**src/rtl/bus_master_if.sv**
```systemverilog
// bus_master_if: core-side single request to shared-bus master protocol with slave timeout
module bus_master_if #(
  parameter int TIMEOUT_CYCLES = 255,
  parameter int TMO_W = 8
) (
  input  logic        clk,
  input  logic        reset,
  input  logic        core_req,
  input  logic        core_rw,
  input  logic [29:0] core_addr,
  input  logic [31:0] core_wr_data,
  output logic [31:0] core_rd_data,
  output logic        core_busy,
  output logic        core_done,
  output logic        core_err,
  output logic        req_n,
  input  logic        grnt_n,
  output logic [29:0] addr,
  output logic        as_n,
  output logic        rw,
  output logic [31:0] wr_data,
  input  logic [31:0] rd_data,
  input  logic        rdy_n
);
  localparam logic [1:0] IDLE   = 2'd0;
  localparam logic [1:0] REQ    = 2'd1;
  localparam logic [1:0] ACCESS = 2'd2;
  localparam logic [TMO_W-1:0] CNT_LAST = TMO_W'(TIMEOUT_CYCLES - 1);
  logic [1:0]       state;
  logic [TMO_W-1:0] cnt;
  logic             lat_rw;
  logic [29:0]      lat_addr;
  logic [31:0]      lat_wr_data;
  assign core_busy = state != IDLE;
  always_ff @(posedge clk or posedge reset) begin
    if (reset) begin
      state        <= IDLE;
      cnt          <= '0;
      req_n        <= 1'b1;
      as_n         <= 1'b1;
      addr         <= '0;
      wr_data      <= '0;
      rw           <= 1'b1;
      core_rd_data <= '0;
      core_done    <= 1'b0;
      core_err     <= 1'b0;
      lat_rw       <= 1'b1;
      lat_addr     <= '0;
      lat_wr_data  <= '0;
    end else begin
      core_done <= 1'b0;
      core_err  <= 1'b0;
      as_n      <= 1'b1;
      case (state)
        IDLE: if (core_req) begin
          lat_rw      <= core_rw;
          lat_addr    <= core_addr;
          lat_wr_data <= core_wr_data;
          req_n       <= 1'b0;
          state       <= REQ;
        end
        REQ: if (!grnt_n) begin
          addr    <= lat_addr;
          rw      <= lat_rw;
          wr_data <= lat_rw ? '0 : lat_wr_data;
          as_n    <= 1'b0;
          cnt     <= '0;
          state   <= ACCESS;
        end
        ACCESS: if (!rdy_n || cnt == CNT_LAST) begin
          // a ready on the limit edge still counts as a normal completion
          if (!rdy_n && rw) core_rd_data <= rd_data;
          core_done <= 1'b1;
          core_err  <= rdy_n;
          req_n     <= 1'b1;
          addr      <= '0;
          wr_data   <= '0;
          rw        <= 1'b1;
          state     <= IDLE;
        end else begin
          cnt <= cnt + 1'b1;
        end
        default: state <= IDLE;
      endcase
    end
  end
endmodule

```
**config.mk**
```make
export PLATFORM = sky130hd
export DESIGN_NAME = bus_master_if
export DESIGN_NICKNAME = d
export VERILOG_FILES = /design/src/rtl/bus_master_if.sv
export SDC_FILE = /design/constraint.sdc
export NUM_CORES = 1
export LEC_CHECK = 0
export CORE_MARGIN = 8
export CORE_UTILIZATION = 40
export CTS_CLUSTER_SIZE = 25
export DETAILED_ROUTE_END_ITERATION = 10
export HOLD_SLACK_MARGIN = 0.1
export PLACE_DENSITY_LB_ADDON = 0.08
export SYNTH_ARGS = -nofsm -noshare
export SYNTH_HDL_FRONTEND = slang
export SYNTH_SLANG_ARGS = --single-unit
```
**constraint.sdc**
```tcl
create_clock -name clk -period 6.6 [get_ports clk]
set_input_delay 1.32 -clock clk [delete_from_list [all_inputs] [get_ports clk]]
set_output_delay 1.32 -clock clk [all_outputs]
set_load 0.005 [all_outputs]
```
# --- Word-level counts from Yosys, hierarchy flattened ---
# Index checks and enable logic that the tools add are counted.
# W data, S select, Z words.
classes:
  mux: 25
  eq_ne: 7
  reduce_logical: 13
  add_sub_neg: 1
ops:
  columns: ["operator", "count"]
  rows:
  - ["$mux W32", 3]
  - ["$pmux W32 S2", 1]
  - ["$mux W30", 2]
  - ["$pmux W30 S2", 1]
  - ["$mux W8", 2]
  - ["$pmux W8 S2", 1]
  - ["$reduce_and A3 Y1", 5]
  - ["$mux W1", 9]
  - ["$add A8 B1 Y8 const B", 1]
  - ["$eq A8 B8 Y1 const B", 1]
  - ["$ne A2 B2 Y1 const B", 4]
  - ["$mux W2", 3]
  - ["$pmux W2 S3", 1]
  - ["$reduce_bool A2 Y1", 3]
  - ["$pmux W1 S2", 2]
  - ["$eq A2 B1 Y1 const B", 1]
  - ["$eq A2 B2 Y1 const B", 1]
  - ["$logic_not A2 Y1", 1]
  - ["$reduce_and A2 Y1", 1]
  - ["$logic_and A1 B1 Y1", 1]
  - ["$logic_not A1 Y1", 1]
  - ["$logic_or A1 B1 Y1", 1]
word_totals:
  output_inout_bits: 100
  input_bits: 100
  register_bits: 172
  word_cells: 59

# --- Depth between registers and ports, before layout ---
# Gate-level depths: netlist of run 1.
logic_depth:
  depth_word: 4
  mapped_depth: 7
  depth_no_buf: 7

# --- Least setup slack after synthesis of run 1 ---
# No wires, ideal clock.
synth_timing:
  kind: "input-to-reg"
  from: "in rdy_n"
  to: "reg core_rd_data[12]"
  path_stages: 3
  setup_ns: 0.125
  slack_ns: 4.301
  required_time_ns: 6.475
  t_arrival_ns: 2.174
  path_buffers: 1
  cell_sequence: "nor3_2 buf_2 mux2_2"
synth_via:
  elab_chain_cells: 3
  word_cells_on_any_way: 4
  cone_classes: "4 x reduce/logical"
synth_lines:
  columns: ["item", "line", "source"]
  rows:
  - ["start: declaration", "23", "input logic rdy_n"]
  - ["$logic_not A1 Y1 *", "70, 72", null]
  - ["$logic_or A1 B1 Y1 or $logic_and A1 B1 Y1 (tied branches)", "70, 72", null]
  - ["$reduce_and A3 Y1 (no line) *", null, null]
  - ["end signal: assignment", "72", "if (!rdy_n && rw) core_rd_data <= rd_data;"]
  - ["end: declaration", "12", "output logic [31:0] core_rd_data,"]
# Every way passes the cells marked *; elsewhere a longest branch is shown, timed or not.
# A chain may end at the register's enable or synchronous reset.

# --- Final worst setup path of run 1 ---
layout_timing:
  from: "in core_req"
  to: "reg lat_addr[11]"
layout_via:
  elab_chain_cells: 1
layout_lines:
  columns: ["item", "line", "source"]
  rows:
  - ["start: declaration", "8", "input logic core_req,"]
  - ["$reduce_and A2 Y1 (no line)", null, null]
  - ["end signal: assignment", "57", "lat_addr <= core_addr;"]
  - ["end: declaration", "32", "logic [29:0] lat_addr;"]
# No other way between the ends.

==> results by group, run 1 <==
Critical path
  – Worst-path maximum fanout: 34
  – CP peak stage delay: ~0.79 ns
  – Critical Path Sink Type: flip-flop
  – Worst Path Arrival: between 3 and 4 ns
  – Crit Path Class: primary input to flip-flop
  – Critical Path, Cell by Cell: clkdlybuf4s50_1 -> inv_1 -> nor2_4 -> buf_4 -> mux2_2
  – CP startpoint kind: primary input
  – Worst endpoint required time: ~6.9 ns
  – Slowest cell on crit path: nor2_4

STA
  – Min cycle time layout: roughly 3.3 ns
  – Final hold vios: 0
  – Final hold slack: just under 0.5 ns
  – Period utilisation layout: 0.5073
  – Final setup vio count: 0
  – Worst Skew: between 0.01 and 0.015 ns
  – Fmax: approximately 300 MHz
  – RSZ-0062 raised after global routing: no
  – Slew Viols, Final: 0
  – Normalized max-slew margin: 0.3104
  – Worst-Margin Slew: 1.032 ns
  – Final setup TNS: 0 ns

Flow run
  – Max Cap Viol: 0

Synthesis
  – Sequential fraction of the synthesis area: 0.6646
  – Synthesized flop and latch total: around 170
  – Synthesized net count: slightly above 500
  – Mapped Avg Cell Area: ~16 µm²
  – Post-Synthesis Cells: 412
  – Ys Warns: 0
  – Top FF cell, synth: dfrtp_1
  – Yosys cell types: between 40 and 50
  – Post-Syn Area: 6484 µm²
  – Async S/R FF share, synth: 1.000
  – Number of synthesized flops with an enable pin: 0

GRT
  – Initial antenna violation count: 0
  – Global route total overflow: 0
  – First-pass GRT wire length: about 25000 µm
  – Largest net degree at the start of global routing: slightly below 70
  – Vias in the first global route: around 4600
  – GRT Total Usage: 0.1578

Hold path
  – Hold Crit Class: flip-flop to flip-flop

Clocking
  – Max Buffers Root-to-Sink: 2
  – Buffers inserted by post-CTS timing repair: 0
  – TritonCTS clock tree: yes
  – Clock root cell: clkbuf_16
  – TritonCTS buffer count: 17
  – Post-cts hold buffer count: 0
  – Worst-Skew Late Latency: a little over 0.4 ns
  – Post-CTS resize count: 0
  – CTS HTree Levels: 4
  – CTS clk-pin slew, worst paths: about 0.060 ns
  – Clk sinks: between 150 and 200

Detailed routing
  – Avg WL per Cell: roughly 19 µm
  – Vias: between 4000 and 5000
  – Iter 0 DRT Violations: 199
  – # DRC: 0
  – Vias/cell: around 4.9
  – ANT nets after route: 0
  – DRT Wirelength: about 16000 µm
  – TritonRoute pass-1 iters: 4

Final layout
  – Fin nets: a little over 700
  – Core Util, Final: 0.5805
  – Antenna cells: 0
  – Layout Area Growth over Synthesis: 42.22%
  – Fill count: between 1000 and 1500
  – Post-route insts no fill: approximately 840
  – Share of cells above drive strength 1: 0.2141

Place
  – Dpl cells: roughly 810
  – Placer Congestion: 0.7617
  – Post-DP HPWL: 11040 µm
  – PortBufs: between 150 and 200

Die
  – Io pins: 200
  – Core ar.: roughly 16000 µm²
  – Initial core utilization: 0.4082
  – Die Ht: about 140 µm
  – Die width: about 140 µm
  – Row cnt: 46
  – Die ar.: 20540 µm²

Power and ir drop
  – Worst VDD drop: ~0.2 mV
  – Tot Pwr: around 4100 µW
  – Cell Pwr Density: 442.2 nW/µm²
  – Leak pwr: about 0.0040 µW

Run status
  – Status: completed
-- layout by cell type (no fill, tap or decap), drive strengths merged, types with 2 or more instances in the layout --
cell type / n
nor3: 2
buf: 7
nor2b: 2
ha: 2
mux2: 95
dfrtp: 168
and3: 2
o21ai: 6
bufinv: 2
clkinvlp: 4
o211ai: 2
dfstp: 4
a22o: 62
a21oi: 5
clkdlybuf4s50: 199
inv: 8
nand2: 2
clkinv: 4
nor2: 8
nand3: 5
nand4: 2
clkbuf: 21
-- through the flow --
stage,cell area [µm²],worst slack [ns]
5_1_grt,9221,3.123
6_report,9221,3.252
4_1_cts,9221,3.222
3_5_place_dp,8643,2.784
2_1_floorplan,6484,0.6265
3_3_place_gp,8643,2.824
-- critical path: cells and delay by family --
| family | cells | cell delay (ns) |
|---|---|---|
| buffers and inverters | 3 | 1.08 |
| AND/OR/NAND/NOR | 1 | 0.79 |
| multiplexers | 1 | 0.39 |
-- Yosys cell counts, types with 2 or more instances --
cell type	count	area share
nor2b_1	2	0.0019
buf_2	7	0.0054
a21oi_1	5	0.0039
buf_6	6	0.010
buf_4	7	0.0081
o21ai_0	5	0.0039
dfstp_2	4	0.016
and3_1	2	0.0019
nand3_1	4	0.0031
dfrtp_1	168	0.65
inv_1	7	0.0041
clkbuf_1	2	0.0012
a22o_1	62	0.084
ha_1	2	0.0039
mux2_2	84	0.15
nor2_1	6	0.0035
mux2_1	11	0.019
nand2_1	2	0.0012
-- sequential cells by signal (all words and copies together), names as in the netlist --
name          flops
lat_addr         30
lat_rw            1
core_done         1
as_n              1
req_n             1
core_rd_data     32
core_err          1
addr             30
cnt               8
rw                1
wr_data          32
state             2
lat_wr_data      32
-- per-layer routing --
layer / up-vias / track usage / part of all wire / wire (µm)
li1: 1922 / - / - / -
met1: 2096 / 0.2088 / 0.46 / 7471
met2: 147 / 0.2352 / 0.45 / 7214
met3: 2 / 0.05707 / 0.087 / 1403
met4: 0 / 0.05368 / 0.0032 / 51
met5: - / 0 / 0 / 0
-- power breakdown --
part	total [µW]	switching, µW	internal [µW]	leakage [µW]
registers	1780	261	1520	0.00213
clock network	969	394	575	0.000271
logic	1320	454	871	0.00157
-- cell type report --
cell class | instances | area [µm²] | area share
Sequential cell | 172 | 4309 | 0.4673
Timing Repair Buffer | 206 | 2044 | 0.2217
Multi-Input combinational cell | 209 | 1984 | 0.2152
Clock buffer | 21 | 460.4 | 0.04993
Tap cell | 216 | 270.3 | 0.02931
Clock inverter | 10 | 117.6 | 0.01275
Inverter | 8 | 35.03 | 0.003799
-- path summary, 6_finish.rpt --
kind                               from                to  slack (ns)  cells after the start
max                            core_req      lat_addr[11]        3.25                      5
min                        lat_addr[27]      lat_addr[27]        0.48                      1
max reg2reg                    state[0]      lat_addr[11]        3.94                      4
min reg2reg                lat_addr[27]      lat_addr[27]        0.48                      1
max in group asynchronous         reset            cnt[6]        4.05                      3
min in group asynchronous         reset  core_rd_data[28]        1.34                      2
-- cell families (layout without fill, tap and decap cells) --
kind of cell	Yosys count	count (layout)	synth area share
adders and majority gates	2	2	0.003859
AOI/OAI and AO/OA	85	85	0.1108
and+or+nand+nor	26	26	0.02393
muxes	96	96	0.1665
buffers and inverters	31	245	0.03030
DFF	172	172	0.6646
Power figures use the tool's default switching activity.
==> run 2, diff against run 1 <==
clock period = 3.1 ns   (was 6.6 ns; I/O delays follow)
==> results by group, run 2 (synthesis gave the netlist of run 1 again) <==
Critical path
  – Crit Path Class: flip-flop to output port
  – Worst-path maximum fanout: 5 (-85%)
  – Critical Path Sink Type: output port
  – CP startpoint kind: flip-flop
  – Worst endpoint required time: 2.48 ns (-4.41 ns)
  – Worst Path Arrival: 1.66 ns (-1.98 ns)

STA
  – Worst Skew: 0.005152 ns (-0.005525 ns)
  – Worst-Margin Slew: 0.7736 ns (-0.2583 ns)
  – Normalized max-slew margin: 0.4832 (+0.1728)
  – Fmax: 437.7 MHz
  – Min cycle time layout: 2.285 ns
  – RSZ-0062 raised after global routing: no
  – Final setup TNS: 0 ns (unchanged)
  – Final setup vio count: 0 (unchanged)
  – Period utilisation layout: 0.7370
  – Final hold vios: 0 (unchanged)
  – Slew Viols, Final: 0 (unchanged)

Clocking
  – TritonCTS buffer count: 17 (unchanged)
  – Post-cts hold buffer count: 0 (unchanged)
  – Clk sinks: 172 (unchanged)
  – TritonCTS clock tree: yes
  – Worst-Skew Late Latency: 0.41 ns (about the same)
  – CTS HTree Levels: 4 (unchanged)
  – Post-CTS resize count: 0 (unchanged)
  – CTS clk-pin slew, worst paths: 0.06 ns (about the same)
  – Max Buffers Root-to-Sink: 2 (unchanged)
  – Clock root cell: clkbuf_16
  – Buffers inserted by post-CTS timing repair: 0 (unchanged)

Die
  – Io pins: 200 (unchanged)
  – Initial core utilization: 0.4082 (unchanged)
  – Die width: 143.3 µm (unchanged)
  – Die Ht: 143.3 µm (unchanged)
  – Row cnt: 46 (unchanged)
  – Die ar.: 20540 µm² (unchanged)
  – Core ar.: 15890 µm² (unchanged)

Final layout
  – Fill count: 1291 (-1.4%)
  – Share of cells above drive strength 1: 0.2203 (+0.006228)
  – Biggest regs: core_rd_data x32, lat_wr_data x32, wr_data x32
  – Core Util, Final: 0.5844 (+0.003938)
  – Antenna cells: 0 (unchanged)
  – Fin nets: 720 (+0.56%)
  – Commonest non-fill, non-tap cell in the layout: clkdlybuf4s50_1
  – Commonest non-fill, non-tap cells in the layout: 199 x clkdlybuf4s50_1, 168 x dfrtp_1, 84 x mux2_2
  – Layout Area Growth over Synthesis: 43.19%

GRT
  – Largest net degree at the start of global routing: 71 (+4.4%)
  – Initial antenna violation count: 0 (unchanged)
  – GRT Total Usage: 0.1601 (+0.002326)
  – Global route total overflow: 0 (unchanged)
  – First-pass GRT wire length: 25350 µm (+1.7%)
  – Vias in the first global route: 4643 (+1.9%)

Detailed routing
  – Vias/cell: 4.962 (+0.27%)
  – Vias: 4203 (+0.86%)
  – Avg WL per Cell: 18.88 µm (-1.5%)
  – # DRC: 0 (unchanged)
  – TritonRoute pass-1 iters: 6 (+2)
  – DRT Wirelength: 15990 µm (-0.90%)
  – ANT nets after route: 0 (unchanged)
  – Iter 0 DRT Violations: 256 (+29%)

Run status
  – Status: completed

Power and ir drop
  – Cell Pwr Density: 936.4 nW/µm² (+110%)
  – Worst VDD drop: 0.4384 mV (+120%)
  – Tot Pwr: 8693 µW (+110%)
  – Leak pwr: 0.004011 µW (+0.97%)

Hold path
  – Hold Crit Class: flip-flop to flip-flop

Place
  – Post-DP HPWL: 11060 µm (+0.16%)
  – PortBufs: 199 (unchanged)
  – Placer Congestion: 0.7945 (+4.3%)

Flow run
  – Max Cap Viol: 0 (unchanged)
==> run 2: cell types whose count changed in the layout (fill, tap and decap cells not counted) <==
| cell | change |
|---|---|
| clkinv_2 | +1 |
| buf_4 | +1 |
| bufinv_16 | -1 |
| buf_12 | +3 |
| clkbuf_8 | +2 |
| clkinvlp_4 | -1 |
==> run 2: final timing paths <==
kind                             startpoint                to  slack, ns  depth (start not counted)
min                        core_rd_data[11]  core_rd_data[11]       0.49                          1
min reg2reg                core_rd_data[11]  core_rd_data[11]       0.49                          1
max reg2reg                        state[1]        wr_data[2]       1.10                          5
max in group asynchronous             reset            lat_rw       1.67                          3
max                                state[0]         core_busy       0.82                          2
min in group asynchronous             reset  core_rd_data[19]       0.66                          2
==> run 2: where the power goes <==
part / switching [µW] / total [µW] / internal [µW]
clock: 859 / 2050 / 1190
sequential: 565 / 3810 / 3240
combinational: 955 / 2840 / 1880
==> run 2: per-layer routing <==
metal,wire length [µm],vias up,share of wire,track usage
met5,0,-,0,0
met4,143,0,0.0089,0.04704
met3,1502,13,0.094,0.06735
met2,7094,151,0.44,0.2406
met1,7254,2118,0.45,0.2071
li1,-,1921,-,-
==> run 2: final cells by class <==
type	instances	area, µm²	share of cell area
sequential	172	4309	0.4642
timing repair buffer	210	2112	0.2275
multi-input combinational	209	1984	0.2137
clock buffer	23	488.0	0.05256
tap	216	270.3	0.02911
clock inverter	9	86.33	0.009299
inverter	8	33.78	0.003639
==> run 2: critical path: stages (launching register included) <==
cell             delay (ns)
dfrtp_1                0.42
or2_2                  0.35
clkdlybuf4s50_1        0.48
==> run 2: per-stage QoR <==
step                instances  instance area, µm²  setup WS, ns  hold WS, ns
CTS                       847                9284        0.7944       0.4886
global placement          815                8710        0.7361       0.4666
floorplan                 412                6487        0.2866       0.4537
global route              847                9284        0.7486       0.5050
finish                    847                9284        0.8152       0.4879
detailed placement        815                8710        0.7322       0.4741
==> RTL change (settings of run 2) <==
Change the parameter `TIMEOUT_CYCLES` from 255 to 127.
--- a/src/rtl/bus_master_if.sv
+++ b/src/rtl/bus_master_if.sv
@@ -1,5 +1,5 @@
 // bus_master_if: core-side single request to shared-bus master protocol with slave timeout
 module bus_master_if #(
-  parameter int TIMEOUT_CYCLES = 255,
+  parameter int TIMEOUT_CYCLES = 127,
   parameter int TMO_W = 8
 ) (
Check against the original RTL: same outputs for any inputs over 4 cycles, from zero or initial values and one cycle with reset high; that may be too few to reach the edited logic, so the function may still have changed.
==> RTL change against run 2 <==
- sequential cell count did not move
- total power fell by 2.8%
- wire length rose by 0.89%
- cell area rose by 2.4%
- non-clock buffer count rose by 1
- clock power rose by 4%
- worst setup slack got worse by 3.8 ps
- area after synthesis rose by 2.5%
- critical path type unchanged
- critical endpoint unchanged
==> RTL change: results (changes against run 2) <==
final-clk-cell-share: 0.0627  # +0.000797
worstMarginPinSlew_ps: 833  # +59.2 ps
antenna_found_initial: 0  # unchanged
finClkSkew_ps: 11.3  # +6.11 ps
syn-mean-instance-area_um2: 13.9  # -12%
crit_arrival_ps: 1670
final.fill_count: 1312  # +1.6%
synthDominantCellAreaShare: 0.633  # -0.0157
clock_buffers: 18  # -22%
finalWeightedCongestion: 0.764  # -3.9%
cpPeakStageDelay_ps: 480  # about the same
dpl_cell_area_mm2: 0.00891  # +2.3%
ff2ff_path_depth: 7  # +2
yosys_warnings: 0  # unchanged
worstReg2RegStart: "cnt[0]$_DFFE_PP0P_"
initialDrtViolationCount: 208  # -19%
num-multi-input-gates: 273  # +31%
route.vias.total: 4505  # +7.2%
cts_resized: 0  # unchanged
bufAreaShareNonClock: 0.227  # -0.000562
leakagePower_nw: 4.03  # +0.53%
worst_ir_drop_vdd_mv: 0.467  # +6.5%
ff_latch_area_mm2: 0.00431  # unchanged
final.period_utilization: 0.738  # +0.00121
first_global_vias: 4739  # +2.1%
grt_first_pass_wirelength_um: 25300  # about the same
drive_above_1_share: 0.257  # +0.0366
routed_wl_um: 16100  # +0.89%
critical_path.reg2reg.endpoint: "wr_data[16]$_DFFE_PP0P_"
netlist_top_cells_count: "dfrtp_1, mux2_2, nand2_1"
synth-seq-area-share: 0.648  # -0.0161
maximum_net_fanout_on_the_critical_path: 6  # +1
signal_buffers: 211  # +0.48%
drt_pass1_iterations: 4  # -2
rrSetupSlack_ps: 1060  # -40 ps
post_drt_wl_per_cell_um: 17.7  # -6.4%
worst_hold_path_depth: 2  # +1
worst_hold_startpoint: "lat_addr[5]$_DFFE_PP0P_"
dp_worst_setup_slack_ps: 691  # -41.2 ps
postLayoutCellArea_mm2: 0.00951  # +2.4%
cts_max_path_bufs: 2  # unchanged
maximum_number_of_pins_on_one_net_before_global_route_repair: 56  # -21%
multi_input_area_mm2: 0.00214  # +7.8%
placedCellCount: 882  # +8.2%
worst_hold_slack_ps: 474  # -13.4 ps
detailedPlacementHpwl_um: 11400  # +3.1%
finalNetCount: 783  # +8.8%
gr-usage-all-layers: 0.156  # -0.00365
timing.hold.worst_endpoint: "addr[5]$_DFFE_PP0P_"
mappedNetlistNets: 580  # +13%
inverters_excl_clock: 6  # -2
status: "finished, final reports clean"
largestRegisters: "core_rd_data (32), lat_wr_data (32), wr_data (32)"
yosys.cell_types.count: 40  # -9.1%
floorplan.die_area_mm2: 0.0210  # +2.2%
n_sequential_cell: 172  # unchanged
worst_hold_path_type: "reg2reg"
synthTopCellsByArea: "dfrtp_1, mux2_2, a22o_2"
==> RTL change: cell count changes after synthesis, sizes merged, moves of 2 or more <==
cell	delta
a21oi	+2
a22o	-28
a31oi	+2
buf	+2
clkbuf	+2
inv	-2
nand2	+63
o211ai	-2
o21ai	+28
==> RTL change: logic make-up (layout without fill, tap and decap cells) <==
| logic type | count (synthesis) | after routing | share of synthesized area |
|---|---|---|---|
| adders and majority gates | 2 | 2 | 0.00377 |
| DFF | 172 | 172 | 0.648 |
| AOI/OAI and AO/OA | 84 | 84 | 0.0940 |
| muxes | 97 | 97 | 0.164 |
| buffers and inverters | 33 | 248 | 0.0309 |
| and+or+nand+nor | 90 | 90 | 0.0589 |
==> RTL change: worst max-delay path by stage <==
stage | startpoint | end | cells after the start
final | state[0]$_DFFE_PP0P_ | core_busy | 2
after global routing | state[0]$_DFFE_PP0P_ | core_busy | 2
after CTS | state[0]$_DFFE_PP0P_ | core_busy | 2
after detailed placement | grnt_n | wr_data[16]$_DFFE_PP0P_ | 7
after global placement | grnt_n | wr_data[28]$_DFFE_PP0P_ | 7
after floorplan | reset | addr[0]$_DFFE_PP0P_ | 1
==> RTL change: worst min-delay path: cells and delay by family (launching register included) <==
family          cells  cell delay (ps)
flops               1              340
simple gates        1               40
compound gates      1               60
==> RTL change: report_power, final <==
group	total (W)	leakage [nW]	switching (W)	internal (W)
clock network	0.00214	0.283	0.000869	0.00127
registers	0.00369	2.12	0.000516	0.00318
logic	0.00262	1.63	0.000903	0.00172
total	0.00845	4.03	0.00229	0.00616
==> RTL change: metal layers <==
layer	share of wire	up-vias	GRT usage
met2	0.49	144	0.254
met5	0	-	0
li1	-	2080	-
met4	0.014	0	0.0515
met3	0.074	18	0.0505
met1	0.42	2263	0.193
